[src/rtl/ct_ifu_icache_refill_wr_if.sv]
// ---------------------------------------------------------------------------
// ct_ifu_icache_refill_wr_if
// Signal bundle around the icache refill write sequencer.
//   slave  : sequencer side. It receives the refill command, BIU beats and
//            the arbiter grant, and drives beat ready, the write request,
//            the per-way data-array controls, din, the index and done.
//   master : environment side (refill controller, BIU, arbiter). This is the
//            mirror image of slave.
// ---------------------------------------------------------------------------
interface ct_ifu_icache_refill_wr_if;
   // refill command
   logic          refill_start;
   logic [9:0]    refill_line_idx;
   logic          refill_way;
   logic          refill_wr_done;
   // BIU beat handshake
   logic          biu_beat_vld;
   logic [127:0]  biu_beat_data;
   logic          biu_beat_rdy;
   // array write-port arbitration
   logic          refill_wr_req;
   logic          refill_wr_gnt;
   // data array 0
   logic          ifu_icache_data_array0_bank0_cen_b;
   logic          ifu_icache_data_array0_bank1_cen_b;
   logic          ifu_icache_data_array0_bank2_cen_b;
   logic          ifu_icache_data_array0_bank3_cen_b;
   logic          ifu_icache_data_array0_bank0_clk_en;
   logic          ifu_icache_data_array0_bank1_clk_en;
   logic          ifu_icache_data_array0_bank2_clk_en;
   logic          ifu_icache_data_array0_bank3_clk_en;
   logic          ifu_icache_data_array0_wen_b;
   logic [127:0]  ifu_icache_data_array0_din;
   // data array 1
   logic          ifu_icache_data_array1_bank0_cen_b;
   logic          ifu_icache_data_array1_bank1_cen_b;
   logic          ifu_icache_data_array1_bank2_cen_b;
   logic          ifu_icache_data_array1_bank3_cen_b;
   logic          ifu_icache_data_array1_bank0_clk_en;
   logic          ifu_icache_data_array1_bank1_clk_en;
   logic          ifu_icache_data_array1_bank2_clk_en;
   logic          ifu_icache_data_array1_bank3_clk_en;
   logic          ifu_icache_data_array1_wen_b;
   logic [127:0]  ifu_icache_data_array1_din;
   // shared write index
   logic [15:0]   ifu_icache_index;

   modport slave (
      input  refill_start, refill_line_idx, refill_way,
      input  biu_beat_vld, biu_beat_data, refill_wr_gnt,
      output biu_beat_rdy, refill_wr_req, refill_wr_done,
      output ifu_icache_data_array0_bank0_cen_b, ifu_icache_data_array0_bank1_cen_b,
             ifu_icache_data_array0_bank2_cen_b, ifu_icache_data_array0_bank3_cen_b,
             ifu_icache_data_array0_bank0_clk_en, ifu_icache_data_array0_bank1_clk_en,
             ifu_icache_data_array0_bank2_clk_en, ifu_icache_data_array0_bank3_clk_en,
             ifu_icache_data_array0_wen_b, ifu_icache_data_array0_din,
             ifu_icache_data_array1_bank0_cen_b, ifu_icache_data_array1_bank1_cen_b,
             ifu_icache_data_array1_bank2_cen_b, ifu_icache_data_array1_bank3_cen_b,
             ifu_icache_data_array1_bank0_clk_en, ifu_icache_data_array1_bank1_clk_en,
             ifu_icache_data_array1_bank2_clk_en, ifu_icache_data_array1_bank3_clk_en,
             ifu_icache_data_array1_wen_b, ifu_icache_data_array1_din,
             ifu_icache_index
   );

   modport master (
      output refill_start, refill_line_idx, refill_way,
      output biu_beat_vld, biu_beat_data, refill_wr_gnt,
      input  biu_beat_rdy, refill_wr_req, refill_wr_done,
      input  ifu_icache_data_array0_bank0_cen_b, ifu_icache_data_array0_bank1_cen_b,
             ifu_icache_data_array0_bank2_cen_b, ifu_icache_data_array0_bank3_cen_b,
             ifu_icache_data_array0_bank0_clk_en, ifu_icache_data_array0_bank1_clk_en,
             ifu_icache_data_array0_bank2_clk_en, ifu_icache_data_array0_bank3_clk_en,
             ifu_icache_data_array0_wen_b, ifu_icache_data_array0_din,
             ifu_icache_data_array1_bank0_cen_b, ifu_icache_data_array1_bank1_cen_b,
             ifu_icache_data_array1_bank2_cen_b, ifu_icache_data_array1_bank3_cen_b,
             ifu_icache_data_array1_bank0_clk_en, ifu_icache_data_array1_bank1_clk_en,
             ifu_icache_data_array1_bank2_clk_en, ifu_icache_data_array1_bank3_clk_en,
             ifu_icache_data_array1_wen_b, ifu_icache_data_array1_din,
             ifu_icache_index
   );
endinterface

[src/rtl/ct_ifu_icache_refill_wr.sv]
// ---------------------------------------------------------------------------
// ct_ifu_icache_refill_wr
// Refill write sequencer for the L1 icache data arrays. It accepts a 64-byte
// line as four 128-bit BIU beats into a 2-entry FIFO. For each granted cycle
// it writes one beat into the selected way, then pulses done.
// Ports:
//   forever_cpuclk : block clock (ungated source for the array ICGs)
//   cpurst         : synchronous active-high reset
//   bus            : slave modport of ct_ifu_icache_refill_wr_if. It carries
//                    the refill command, beat handshake, write req/gnt,
//                    per-way array controls, din, the index and done.
// ---------------------------------------------------------------------------
module ct_ifu_icache_refill_wr (
   input  logic                            forever_cpuclk,
   input  logic                            cpurst,
   ct_ifu_icache_refill_wr_if.slave        bus
);

   typedef enum logic [1:0] {IDLE, FILL, DONE} state_t;

   state_t        state;
   logic [127:0]  fifo_mem [2];
   logic          wr_ptr;
   logic          rd_ptr;
   logic [1:0]    count;
   logic [2:0]    in_cnt;
   logic [1:0]    out_cnt;
   logic [9:0]    line_idx;
   logic          way;

   // registered array-side outputs
   logic          wr0;
   logic          wr1;
   logic [127:0]  din0;
   logic [127:0]  din1;
   logic [15:0]   index;
   logic          done;

   logic          push;
   logic          pop;

   assign bus.biu_beat_rdy  = (state == FILL) && (count < 2'd2) && (in_cnt < 3'd4);
   assign bus.refill_wr_req = (state == FILL) && (count != 2'd0);
   assign push = bus.biu_beat_vld && bus.biu_beat_rdy;
   assign pop  = bus.refill_wr_req && bus.refill_wr_gnt;

   always_ff @(posedge forever_cpuclk) begin
      if (cpurst) begin
         state    <= IDLE;
         wr_ptr   <= 1'b0;
         rd_ptr   <= 1'b0;
         count    <= '0;
         in_cnt   <= '0;
         out_cnt  <= '0;
         line_idx <= '0;
         way      <= 1'b0;
         wr0      <= 1'b0;
         wr1      <= 1'b0;
         din0     <= '0;
         din1     <= '0;
         index    <= '0;
         done     <= 1'b0;
      end else begin
         wr0  <= 1'b0;
         wr1  <= 1'b0;
         done <= 1'b0;

         if (push) begin
            fifo_mem[wr_ptr] <= bus.biu_beat_data;
            wr_ptr           <= ~wr_ptr;
            in_cnt           <= in_cnt + 3'd1;
         end

         // The FIFO head goes to the array outputs in the cycle after the pop.
         // The index uses the out_cnt value from before the increment.
         if (pop) begin
            rd_ptr  <= ~rd_ptr;
            out_cnt <= out_cnt + 2'd1;
            index   <= {line_idx, out_cnt, 4'b0000};
            if (way) begin
               wr1  <= 1'b1;
               din1 <= fifo_mem[rd_ptr];
            end else begin
               wr0  <= 1'b1;
               din0 <= fifo_mem[rd_ptr];
            end
         end

         case ({push, pop})
            2'b10:   count <= count + 2'd1;
            2'b01:   count <= count - 2'd1;
            default: count <= count;
         endcase

         case (state)
            IDLE: begin
               if (bus.refill_start) begin
                  state    <= FILL;
                  line_idx <= bus.refill_line_idx;
                  way      <= bus.refill_way;
                  in_cnt   <= '0;
                  out_cnt  <= '0;
               end
            end
            FILL: begin
               if (pop && (out_cnt == 2'd3)) state <= DONE;
            end
            DONE: begin
               state <= IDLE;
               done  <= 1'b1;
            end
            default: state <= IDLE;
         endcase
      end
   end

   assign bus.ifu_icache_data_array0_bank0_cen_b  = ~wr0;
   assign bus.ifu_icache_data_array0_bank1_cen_b  = ~wr0;
   assign bus.ifu_icache_data_array0_bank2_cen_b  = ~wr0;
   assign bus.ifu_icache_data_array0_bank3_cen_b  = ~wr0;
   assign bus.ifu_icache_data_array0_bank0_clk_en = wr0;
   assign bus.ifu_icache_data_array0_bank1_clk_en = wr0;
   assign bus.ifu_icache_data_array0_bank2_clk_en = wr0;
   assign bus.ifu_icache_data_array0_bank3_clk_en = wr0;
   assign bus.ifu_icache_data_array0_wen_b        = ~wr0;
   assign bus.ifu_icache_data_array0_din          = din0;

   assign bus.ifu_icache_data_array1_bank0_cen_b  = ~wr1;
   assign bus.ifu_icache_data_array1_bank1_cen_b  = ~wr1;
   assign bus.ifu_icache_data_array1_bank2_cen_b  = ~wr1;
   assign bus.ifu_icache_data_array1_bank3_cen_b  = ~wr1;
   assign bus.ifu_icache_data_array1_bank0_clk_en = wr1;
   assign bus.ifu_icache_data_array1_bank1_clk_en = wr1;
   assign bus.ifu_icache_data_array1_bank2_clk_en = wr1;
   assign bus.ifu_icache_data_array1_bank3_clk_en = wr1;
   assign bus.ifu_icache_data_array1_wen_b        = ~wr1;
   assign bus.ifu_icache_data_array1_din          = din1;

   assign bus.ifu_icache_index = index;
   assign bus.refill_wr_done   = done;

endmodule

[src/flat_wrapper.sv]
// flat-port wrapper written by rule: the top's interface ports become plain ports
module ct_ifu_icache_refill_wr_flat 
  (forever_cpuclk, cpurst, bus_refill_start, bus_refill_line_idx, bus_refill_way, bus_biu_beat_vld, bus_biu_beat_data, bus_refill_wr_gnt, bus_biu_beat_rdy, bus_refill_wr_req, bus_refill_wr_done, bus_ifu_icache_data_array0_bank0_cen_b, bus_ifu_icache_data_array0_bank1_cen_b, bus_ifu_icache_data_array0_bank2_cen_b, bus_ifu_icache_data_array0_bank3_cen_b, bus_ifu_icache_data_array0_bank0_clk_en, bus_ifu_icache_data_array0_bank1_clk_en, bus_ifu_icache_data_array0_bank2_clk_en, bus_ifu_icache_data_array0_bank3_clk_en, bus_ifu_icache_data_array0_wen_b, bus_ifu_icache_data_array0_din, bus_ifu_icache_data_array1_bank0_cen_b, bus_ifu_icache_data_array1_bank1_cen_b, bus_ifu_icache_data_array1_bank2_cen_b, bus_ifu_icache_data_array1_bank3_cen_b, bus_ifu_icache_data_array1_bank0_clk_en, bus_ifu_icache_data_array1_bank1_clk_en, bus_ifu_icache_data_array1_bank2_clk_en, bus_ifu_icache_data_array1_bank3_clk_en, bus_ifu_icache_data_array1_wen_b, bus_ifu_icache_data_array1_din, bus_ifu_icache_index);
  ct_ifu_icache_refill_wr_if bus_i ();
  input  logic forever_cpuclk;
  input  logic cpurst;
  input wire logic [$bits(bus_i.refill_start)-1:0] bus_refill_start;
  input wire logic [$bits(bus_i.refill_line_idx)-1:0] bus_refill_line_idx;
  input wire logic [$bits(bus_i.refill_way)-1:0] bus_refill_way;
  input wire logic [$bits(bus_i.biu_beat_vld)-1:0] bus_biu_beat_vld;
  input wire logic [$bits(bus_i.biu_beat_data)-1:0] bus_biu_beat_data;
  input wire logic [$bits(bus_i.refill_wr_gnt)-1:0] bus_refill_wr_gnt;
  output wire logic [$bits(bus_i.biu_beat_rdy)-1:0] bus_biu_beat_rdy;
  output wire logic [$bits(bus_i.refill_wr_req)-1:0] bus_refill_wr_req;
  output wire logic [$bits(bus_i.refill_wr_done)-1:0] bus_refill_wr_done;
  output wire logic [$bits(bus_i.ifu_icache_data_array0_bank0_cen_b)-1:0] bus_ifu_icache_data_array0_bank0_cen_b;
  output wire logic [$bits(bus_i.ifu_icache_data_array0_bank1_cen_b)-1:0] bus_ifu_icache_data_array0_bank1_cen_b;
  output wire logic [$bits(bus_i.ifu_icache_data_array0_bank2_cen_b)-1:0] bus_ifu_icache_data_array0_bank2_cen_b;
  output wire logic [$bits(bus_i.ifu_icache_data_array0_bank3_cen_b)-1:0] bus_ifu_icache_data_array0_bank3_cen_b;
  output wire logic [$bits(bus_i.ifu_icache_data_array0_bank0_clk_en)-1:0] bus_ifu_icache_data_array0_bank0_clk_en;
  output wire logic [$bits(bus_i.ifu_icache_data_array0_bank1_clk_en)-1:0] bus_ifu_icache_data_array0_bank1_clk_en;
  output wire logic [$bits(bus_i.ifu_icache_data_array0_bank2_clk_en)-1:0] bus_ifu_icache_data_array0_bank2_clk_en;
  output wire logic [$bits(bus_i.ifu_icache_data_array0_bank3_clk_en)-1:0] bus_ifu_icache_data_array0_bank3_clk_en;
  output wire logic [$bits(bus_i.ifu_icache_data_array0_wen_b)-1:0] bus_ifu_icache_data_array0_wen_b;
  output wire logic [$bits(bus_i.ifu_icache_data_array0_din)-1:0] bus_ifu_icache_data_array0_din;
  output wire logic [$bits(bus_i.ifu_icache_data_array1_bank0_cen_b)-1:0] bus_ifu_icache_data_array1_bank0_cen_b;
  output wire logic [$bits(bus_i.ifu_icache_data_array1_bank1_cen_b)-1:0] bus_ifu_icache_data_array1_bank1_cen_b;
  output wire logic [$bits(bus_i.ifu_icache_data_array1_bank2_cen_b)-1:0] bus_ifu_icache_data_array1_bank2_cen_b;
  output wire logic [$bits(bus_i.ifu_icache_data_array1_bank3_cen_b)-1:0] bus_ifu_icache_data_array1_bank3_cen_b;
  output wire logic [$bits(bus_i.ifu_icache_data_array1_bank0_clk_en)-1:0] bus_ifu_icache_data_array1_bank0_clk_en;
  output wire logic [$bits(bus_i.ifu_icache_data_array1_bank1_clk_en)-1:0] bus_ifu_icache_data_array1_bank1_clk_en;
  output wire logic [$bits(bus_i.ifu_icache_data_array1_bank2_clk_en)-1:0] bus_ifu_icache_data_array1_bank2_clk_en;
  output wire logic [$bits(bus_i.ifu_icache_data_array1_bank3_clk_en)-1:0] bus_ifu_icache_data_array1_bank3_clk_en;
  output wire logic [$bits(bus_i.ifu_icache_data_array1_wen_b)-1:0] bus_ifu_icache_data_array1_wen_b;
  output wire logic [$bits(bus_i.ifu_icache_data_array1_din)-1:0] bus_ifu_icache_data_array1_din;
  output wire logic [$bits(bus_i.ifu_icache_index)-1:0] bus_ifu_icache_index;
  assign bus_i.refill_start = bus_refill_start;
  assign bus_i.refill_line_idx = bus_refill_line_idx;
  assign bus_i.refill_way = bus_refill_way;
  assign bus_i.biu_beat_vld = bus_biu_beat_vld;
  assign bus_i.biu_beat_data = bus_biu_beat_data;
  assign bus_i.refill_wr_gnt = bus_refill_wr_gnt;
  assign bus_biu_beat_rdy = bus_i.biu_beat_rdy;
  assign bus_refill_wr_req = bus_i.refill_wr_req;
  assign bus_refill_wr_done = bus_i.refill_wr_done;
  assign bus_ifu_icache_data_array0_bank0_cen_b = bus_i.ifu_icache_data_array0_bank0_cen_b;
  assign bus_ifu_icache_data_array0_bank1_cen_b = bus_i.ifu_icache_data_array0_bank1_cen_b;
  assign bus_ifu_icache_data_array0_bank2_cen_b = bus_i.ifu_icache_data_array0_bank2_cen_b;
  assign bus_ifu_icache_data_array0_bank3_cen_b = bus_i.ifu_icache_data_array0_bank3_cen_b;
  assign bus_ifu_icache_data_array0_bank0_clk_en = bus_i.ifu_icache_data_array0_bank0_clk_en;
  assign bus_ifu_icache_data_array0_bank1_clk_en = bus_i.ifu_icache_data_array0_bank1_clk_en;
  assign bus_ifu_icache_data_array0_bank2_clk_en = bus_i.ifu_icache_data_array0_bank2_clk_en;
  assign bus_ifu_icache_data_array0_bank3_clk_en = bus_i.ifu_icache_data_array0_bank3_clk_en;
  assign bus_ifu_icache_data_array0_wen_b = bus_i.ifu_icache_data_array0_wen_b;
  assign bus_ifu_icache_data_array0_din = bus_i.ifu_icache_data_array0_din;
  assign bus_ifu_icache_data_array1_bank0_cen_b = bus_i.ifu_icache_data_array1_bank0_cen_b;
  assign bus_ifu_icache_data_array1_bank1_cen_b = bus_i.ifu_icache_data_array1_bank1_cen_b;
  assign bus_ifu_icache_data_array1_bank2_cen_b = bus_i.ifu_icache_data_array1_bank2_cen_b;
  assign bus_ifu_icache_data_array1_bank3_cen_b = bus_i.ifu_icache_data_array1_bank3_cen_b;
  assign bus_ifu_icache_data_array1_bank0_clk_en = bus_i.ifu_icache_data_array1_bank0_clk_en;
  assign bus_ifu_icache_data_array1_bank1_clk_en = bus_i.ifu_icache_data_array1_bank1_clk_en;
  assign bus_ifu_icache_data_array1_bank2_clk_en = bus_i.ifu_icache_data_array1_bank2_clk_en;
  assign bus_ifu_icache_data_array1_bank3_clk_en = bus_i.ifu_icache_data_array1_bank3_clk_en;
  assign bus_ifu_icache_data_array1_wen_b = bus_i.ifu_icache_data_array1_wen_b;
  assign bus_ifu_icache_data_array1_din = bus_i.ifu_icache_data_array1_din;
  assign bus_ifu_icache_index = bus_i.ifu_icache_index;
  ct_ifu_icache_refill_wr u_core (.forever_cpuclk(forever_cpuclk), .cpurst(cpurst), .bus(bus_i));
endmodule
[config.mk]
export PLATFORM = sky130hd
export DESIGN_NAME = ct_ifu_icache_refill_wr_flat
export DESIGN_NICKNAME = d
export VERILOG_FILES = /design/src/rtl/ct_ifu_icache_refill_wr_if.sv /design/src/rtl/ct_ifu_icache_refill_wr.sv /design/src/flat_wrapper.sv
export SDC_FILE = /design/constraint.sdc
export NUM_CORES = 1
export LEC_CHECK = 0
export CAP_MARGIN = 20
export CORE_MARGIN = 1
export CORE_UTILIZATION = 35
export DETAILED_ROUTE_END_ITERATION = 10
export DONT_BUFFER_PORTS = 1
export SYNTH_ARGS = -nofsm -noshare
export SYNTH_HDL_FRONTEND = slang
export SYNTH_SLANG_ARGS = --single-unit
export TNS_END_PERCENT = 5
[constraint.sdc]
create_clock -name forever_cpuclk -period 46 [get_ports forever_cpuclk]
set_input_delay 4.6 -clock forever_cpuclk [delete_from_list [all_inputs] [get_ports forever_cpuclk]]
set_output_delay 4.6 -clock forever_cpuclk [all_outputs]
set_load 0.05 [all_outputs]
==> results of run 1 <==
[cell families (layout without fill, tap and decap cells)]
logic type / count (synthesis) / after routing / synth area share
flip-flops: 550 / 550 / 0.641
AND/OR/NAND/NOR: 425 / 425 / 0.124
multiplexers: 386 / 386 / 0.183
buffers and inverters: 121 / 124 / 0.0347
AO/OA/AOI/OAI: 55 / 55 / 0.0155
adder cells (fa/ha/maj): 2 / 2 / 0.00118
other: 1 / 6 / 0.000177
[layout make-up]
class / count / area share
Tap cell: 773 / 0.0413
Inverter: 4 / 0.000641
Sequential cell: 550 / 0.579
Clock inverter: 24 / 0.00950
Multi-Input combinational cell: 872 / 0.294
Timing Repair Buffer: 10 / 0.00374
Antenna cell: 2 / 0.000214
Clock buffer: 86 / 0.0712
[power groups by stage]
| stage | combinational, W | clock [W] | sequential, W |
|---|---|---|---|
| 2_1_floorplan | 0.0000276 | 0 | 0.000540 |
| 6_report | 0.0000280 | 0.000459 | 0.000530 |
| 4_1_cts | 0.0000285 | 0.000472 | 0.000530 |
| 3_5_place_dp | 0.0000284 | 0 | 0.000540 |
| 3_3_place_gp | 0.0000278 | 0 | 0.000540 |
| 5_1_grt | 0.0000304 | 0.000491 | 0.000530 |
[state kept, by name, indices dropped and copies added (netlist names), named ones only]
register and count:
u_core.bus.ifu_icache_index 12, u_core.bus.ifu_icache_data_array0_din 128, u_core.wr_ptr 1, u_core.way 1
u_core.bus.refill_wr_done 1, u_core.count 2, u_core.bus.ifu_icache_data_array1_din 128, u_core.fifo_mem 256
u_core.out_cnt 2, u_core.state 2, u_core.line_idx 10, u_core.in_cnt 3
u_core.rd_ptr 1, u_core.bus.ifu_icache_data_array1_bank0_clk_en 1, u_core.bus.ifu_icache_data_array0_bank0_clk_en 1
[worst max-delay path: stages]
cell	delay, ns
nand3b_1	0.47
or3_4	0.72
buf_4	0.85
buf_4	0.86
mux2i_1	0.29
[metrics by stage]
stage	instance area [um^2]	std cells	utilization	setup WS (ns)
floorplan	21200	1543	-	27.88
global placement	21500	2208	0.363	38.07
detailed placement	21500	2209	0.363	37.96
CTS	23400	2319	0.395	38.61
global route	23400	2319	0.395	38.49
finish	23400	2321	0.395	38.67
[per-layer routing]
metal / wire [um] / up-vias
met5: 66 / -
met4: 1440 / 10
met3: 4070 / 89
met2: 23800 / 272
met1: 18100 / 5428
li1: - / 5289
[synth_stat cells (5+ instances only)]
cell type  instances  area share
a21oi_1           21      0.0050
a22o_1            11      0.0046
buf_2             17      0.0040
buf_4             21      0.0074
buf_6             24       0.013
clkbuf_1          55      0.0098
dfxtp_1          294        0.28
edfxtp_1         256        0.36
mux2i_1          385        0.18
nand2b_1         257       0.076
nand3_1           16      0.0038
nor2_1             5     0.00089
o21ai_0           19      0.0045
or2_2            128       0.038
or3_1              5      0.0015
[worst max path at each step]
stage / endpoint / slack [ns] / depth (start not counted) / startpoint
global route: u_core.bus.ifu_icache_data_array0_din[25] / 38.49 / 5 / bus_refill_wr_gnt
finish: u_core.bus.ifu_icache_data_array0_din[0] / 38.67 / 5 / bus_refill_wr_gnt
detailed placement: u_core.bus.ifu_icache_data_array0_din[11] / 37.96 / 5 / bus_refill_wr_gnt
floorplan: u_core.fifo_mem[0][0] / 27.88 / 4 / cpurst
CTS: u_core.bus.ifu_icache_data_array0_din[11] / 38.61 / 5 / bus_refill_wr_gnt
global placement: u_core.bus.ifu_icache_data_array0_din[30] / 38.07 / 5 / bus_refill_wr_gnt
==> flow_summary.ini, run 1 <==
[min_path]
min_to = u_core.bus.ifu_icache_index[10]
whs_path_depth = 2
hold_start = u_core.line_idx[4]
hold_path_class = reg -> reg

[finish]
fillers = 5506
final_cell_mix = mux2i_1 (385), dfxtp_1 (291), nand2b_1 (257)
ff_latch_area_mm2 = 0.0136
nets = 1642
multi_input_area_mm2 = 0.00689
final_common_cell = mux2i_1
drive_gt1_frac = 0.155
syn2layout_area_growth_pct = 10.7

[clock_network]
cts_made_buffers = 58
clockRootBuffer = clkbuf_16
cts_tree = done
cts.clk_slew.worst_paths_ns = 0.06
clock_path_buffers = 3
clock_latency_ns = 0.60
ctsResizeCount = 0
clock_sinks = 550
cts_htree_levels = 2
postCtsHoldBufs = 0
post_cts_buffers = 0

[critical_path]
crit_required_ns = 46.51
reg2reg_to = u_core.bus.ifu_icache_data_array0_din[0]
reg2reg_slack_ns = 42.19
crit_fanout = 49
crit_path_end_kind = flop
r2r-start = u_core.state[1]
r2r_cells = 5
critical_path_class = in -> reg
startpoint_type = primary input
worstPathArrival_ns = 7.85

[run_status]
outcome = finished, final reports clean

[placed_design]
gp_congestion = 0.799
hpwl_um = 30100
portBuffers = 0

[synthesis]
synth-edff-count = 256
syn_inst = 1540
synth-seq-cells = 550
synth.distinct_cells = 36
ys_warn_count = 0
synth_area_per_cell_um2 = 13.7
ys.flop_type = dfxtp_1
synth_area_mm2 = 0.0212
yosysSeqAreaShare = 0.641
async_flop_share = 0

[power]
total_power_w = 0.00102
power.leakage_nw = 9.27
switchingPower_w = 0.000216
p_int_w = 0.000801
seq_power_share = 0.521
pwr-share-clk = 0.451
p_per_area_mw_per_mm2 = 43.4
switching_share = 0.212
power_frac_comb = 0.028
ir_drop_mv = 0.0278

[grt]
grtUsageTotal = 0.148
grt_pass1_vias = 11100
grt-busiest-layer = met2
antenna_found_initial = 5
gr-total-overflow = 0
met2_usage = 0.251
globalRouteMet1Util = 0.165
met3_usage = 0.0585
grt_pass1_wl_um = 68900
grt_max_degree = 412

[job]
maxCapViolations = 0

[sta]
fin_hold_ws_ns = 0.466
hold_viol = 0
relSlewSlack = 0.235
post-route-period-util = 0.159
finalSetupViolCount = 0
worstMarginPinSlew_ns = 1.15
min_period_ns = 7.34
rsz0062_at_grt = no
fmax_mhz = 136
maxSlewViolCount = 0
setup_tns_ns = 0
fin_skew_ns = 0.0185

[floorplan]
core_mm2 = 0.0594
fp.dieH_um = 248
start_util = 0.357
die_x_um = 248
io_pins = 437
die_area_mm2 = 0.0614
num_rows = 89

[route]
drc = 0
viasPerCell = 4.78
drt_pass1_iterations = 5
routedWlPerCell_um = 20.5
wl_um = 47500
vias = 11100
ant_nets = 0
drtIter0Drc = 432
(Power assumes the default switching activity.)
==> inputs of run 2 (changes only) <==
Clock period 46 ns to 6.4 ns, I/O delays scaled along.
==> run 2 against run 1 <==
Cell count about the same. First-iteration DRC count rose by 23%. Sequential power rose to 7.2 times the previous value. Setup slack lost 35 ns. Combinational power rose to 7.2 times the previous value. Non-clock buffer count decreased by 1. Highest routed layer unchanged. Largest power group unchanged. Largest cell class unchanged. Power rose to 7.3 times the previous value.
==> flow_summary.ini, run 2 (same netlist as run 1, synthesis figures left out) <==
[critical_path]
worstPathArrival_ns = 3.30
crit_fanout = 73
r2r-start = u_core.state[0]
reg2reg_slack_ns = 3.33
r2r_cells = 4
crit_path_end_kind = flop
critical_path_class = reg -> reg
crit_required_ns = 6.63
startpoint_type = flop
reg2reg_to = u_core.fifo_mem[1][96]

[sta]
setup_tns_ns = 0
fmax_mhz = 326
hold_viol = 0
fin_hold_ws_ns = 0.112
min_period_ns = 3.07
finalSetupViolCount = 0
maxSlewViolCount = 0
worstMarginPinSlew_ns = 1.15
fin_skew_ns = 0.0161
post-route-period-util = 0.480
relSlewSlack = 0.236
rsz0062_at_grt = no

[clock_network]
cts.clk_slew.worst_paths_ns = 0.06
cts_tree = done
clock_latency_ns = 0.60
postCtsHoldBufs = 0
cts_htree_levels = 2
clockRootBuffer = clkbuf_16
post_cts_buffers = 0
cts_made_buffers = 59
ctsResizeCount = 0
clock_sinks = 550
clock_path_buffers = 3

[route]
wl_um = 47500
viasPerCell = 4.80
vias = 11100
drt_pass1_iterations = 5
drtIter0Drc = 532
ant_nets = 0
routedWlPerCell_um = 20.5
drc = 0

[grt]
gr-total-overflow = 0
grt_max_degree = 412
grtUsageTotal = 0.149
grt_pass1_wl_um = 70000
grt_pass1_vias = 11200
antenna_found_initial = 2

[min_path]
min_to = u_core.bus.ifu_icache_index[15]
hold_path_class = in -> reg
hold_start = cpurst
whs_path_depth = 1

[finish]
final_cell_mix = mux2i_1 (385), dfxtp_1 (291), nand2b_1 (257)
final_common_cell = mux2i_1
fin_cells = 2319
drive_gt1_frac = 0.154
top_register = u_core.fifo_mem
syn2layout_area_growth_pct = 11.2
antenna_cells = 0
largest_register_ffs = 256
nets = 1642

[floorplan]
fp.dieH_um = 248
num_rows = 89
die_x_um = 248
die_area_mm2 = 0.0614
io_pins = 437
core_mm2 = 0.0594
start_util = 0.357

[power]
pwr-share-clk = 0.460
power.leakage_nw = 9.31
switchingPower_w = 0.00157
seq_power_share = 0.513
switching_share = 0.211
power_frac_comb = 0.027
ir_drop_mv = 0.195
p_per_area_mw_per_mm2 = 316
p_int_w = 0.00586

[job]
maxCapViolations = 0

[placed_design]
hpwl_um = 29400
dpl.cell_count = 2208
gp_congestion = 0.760
portBuffers = 0

[run_status]
outcome = finished, final reports clean
-- run 2: cell count changes in the layout (fill, tap and decap cells not counted), sizes merged --
| cell | delta |
|---|---|
| clkbuf | +4 |
| clkinv | -3 |
| diode | -2 |
| buf | -1 |
| bufinv | +1 |
| inv | -1 |
-- run 2: routing by layer --
metal,up-vias,global-route usage,part of all wire
li1,5285,-,-
met1,5444,0.171,0.39
met2,297,0.247,0.49
met3,98,0.0568,0.087
met4,4,0.0633,0.035
met5,-,0,0.00055
-- run 2: worst max-delay path, stage by stage, from the launching register on --
cell and delay [ns]:
dfxtp_1 0.44, or4b_1 0.64, nor3_1 0.26, and2_4 0.72, buf_12 0.43
-- run 2: cell type report --
class | count | area, um^2
Timing Repair Buffer | 9 | 105
Clock buffer | 90 | 1740
Inverter | 4 | 15.0
Sequential cell | 550 | 13600
Tap cell | 773 | 967
Fill cell | 5524 | 35800
Clock inverter | 21 | 220
Multi-Input combinational cell | 872 | 6900
-- run 2: worst max-delay path by stage --
| stage | from | cells past startpoint | end | slack [ns] |
|---|---|---|---|---|
| finish | u_core.state[0] | 4 | u_core.fifo_mem[1][96] | 3.33 |
| CTS | u_core.bus.ifu_icache_data_array0_bank0_clk_en | 1 | bus_ifu_icache_data_array0_wen_b | 3.31 |
| global placement | bus_refill_wr_gnt | 4 | u_core.bus.ifu_icache_data_array0_din[44] | 3.27 |
| global route | u_core.state[0] | 4 | u_core.fifo_mem[1][1] | 3.16 |
| detailed placement | bus_refill_wr_gnt | 4 | u_core.bus.ifu_icache_data_array0_din[33] | 3.18 |
| floorplan | cpurst | 4 | u_core.fifo_mem[0][0] | 0.68 |
-- run 2: power by group through the flow --
stage / clock network, W / registers [W] / logic (W)
detailed placement: 0 / 0.00389 / 0.000203
global route: 0.00365 / 0.00381 / 0.000218
global placement: 0 / 0.00388 / 0.000199
CTS: 0.00351 / 0.00381 / 0.000204
floorplan: 0 / 0.00388 / 0.000200
finish: 0.00342 / 0.00381 / 0.000201
-- run 2: through the flow --
step	utilization	setup slack (ns)	cell area [um^2]	power (W)
6_report	0.396	3.33	23500	0.00743
5_1_grt	0.396	3.16	23500	0.00768
4_1_cts	0.396	3.31	23500	0.00752
3_5_place_dp	0.363	3.18	21600	0.00409
3_3_place_gp	0.363	3.27	21600	0.00408
2_1_floorplan	-	0.677	21200	0.00408
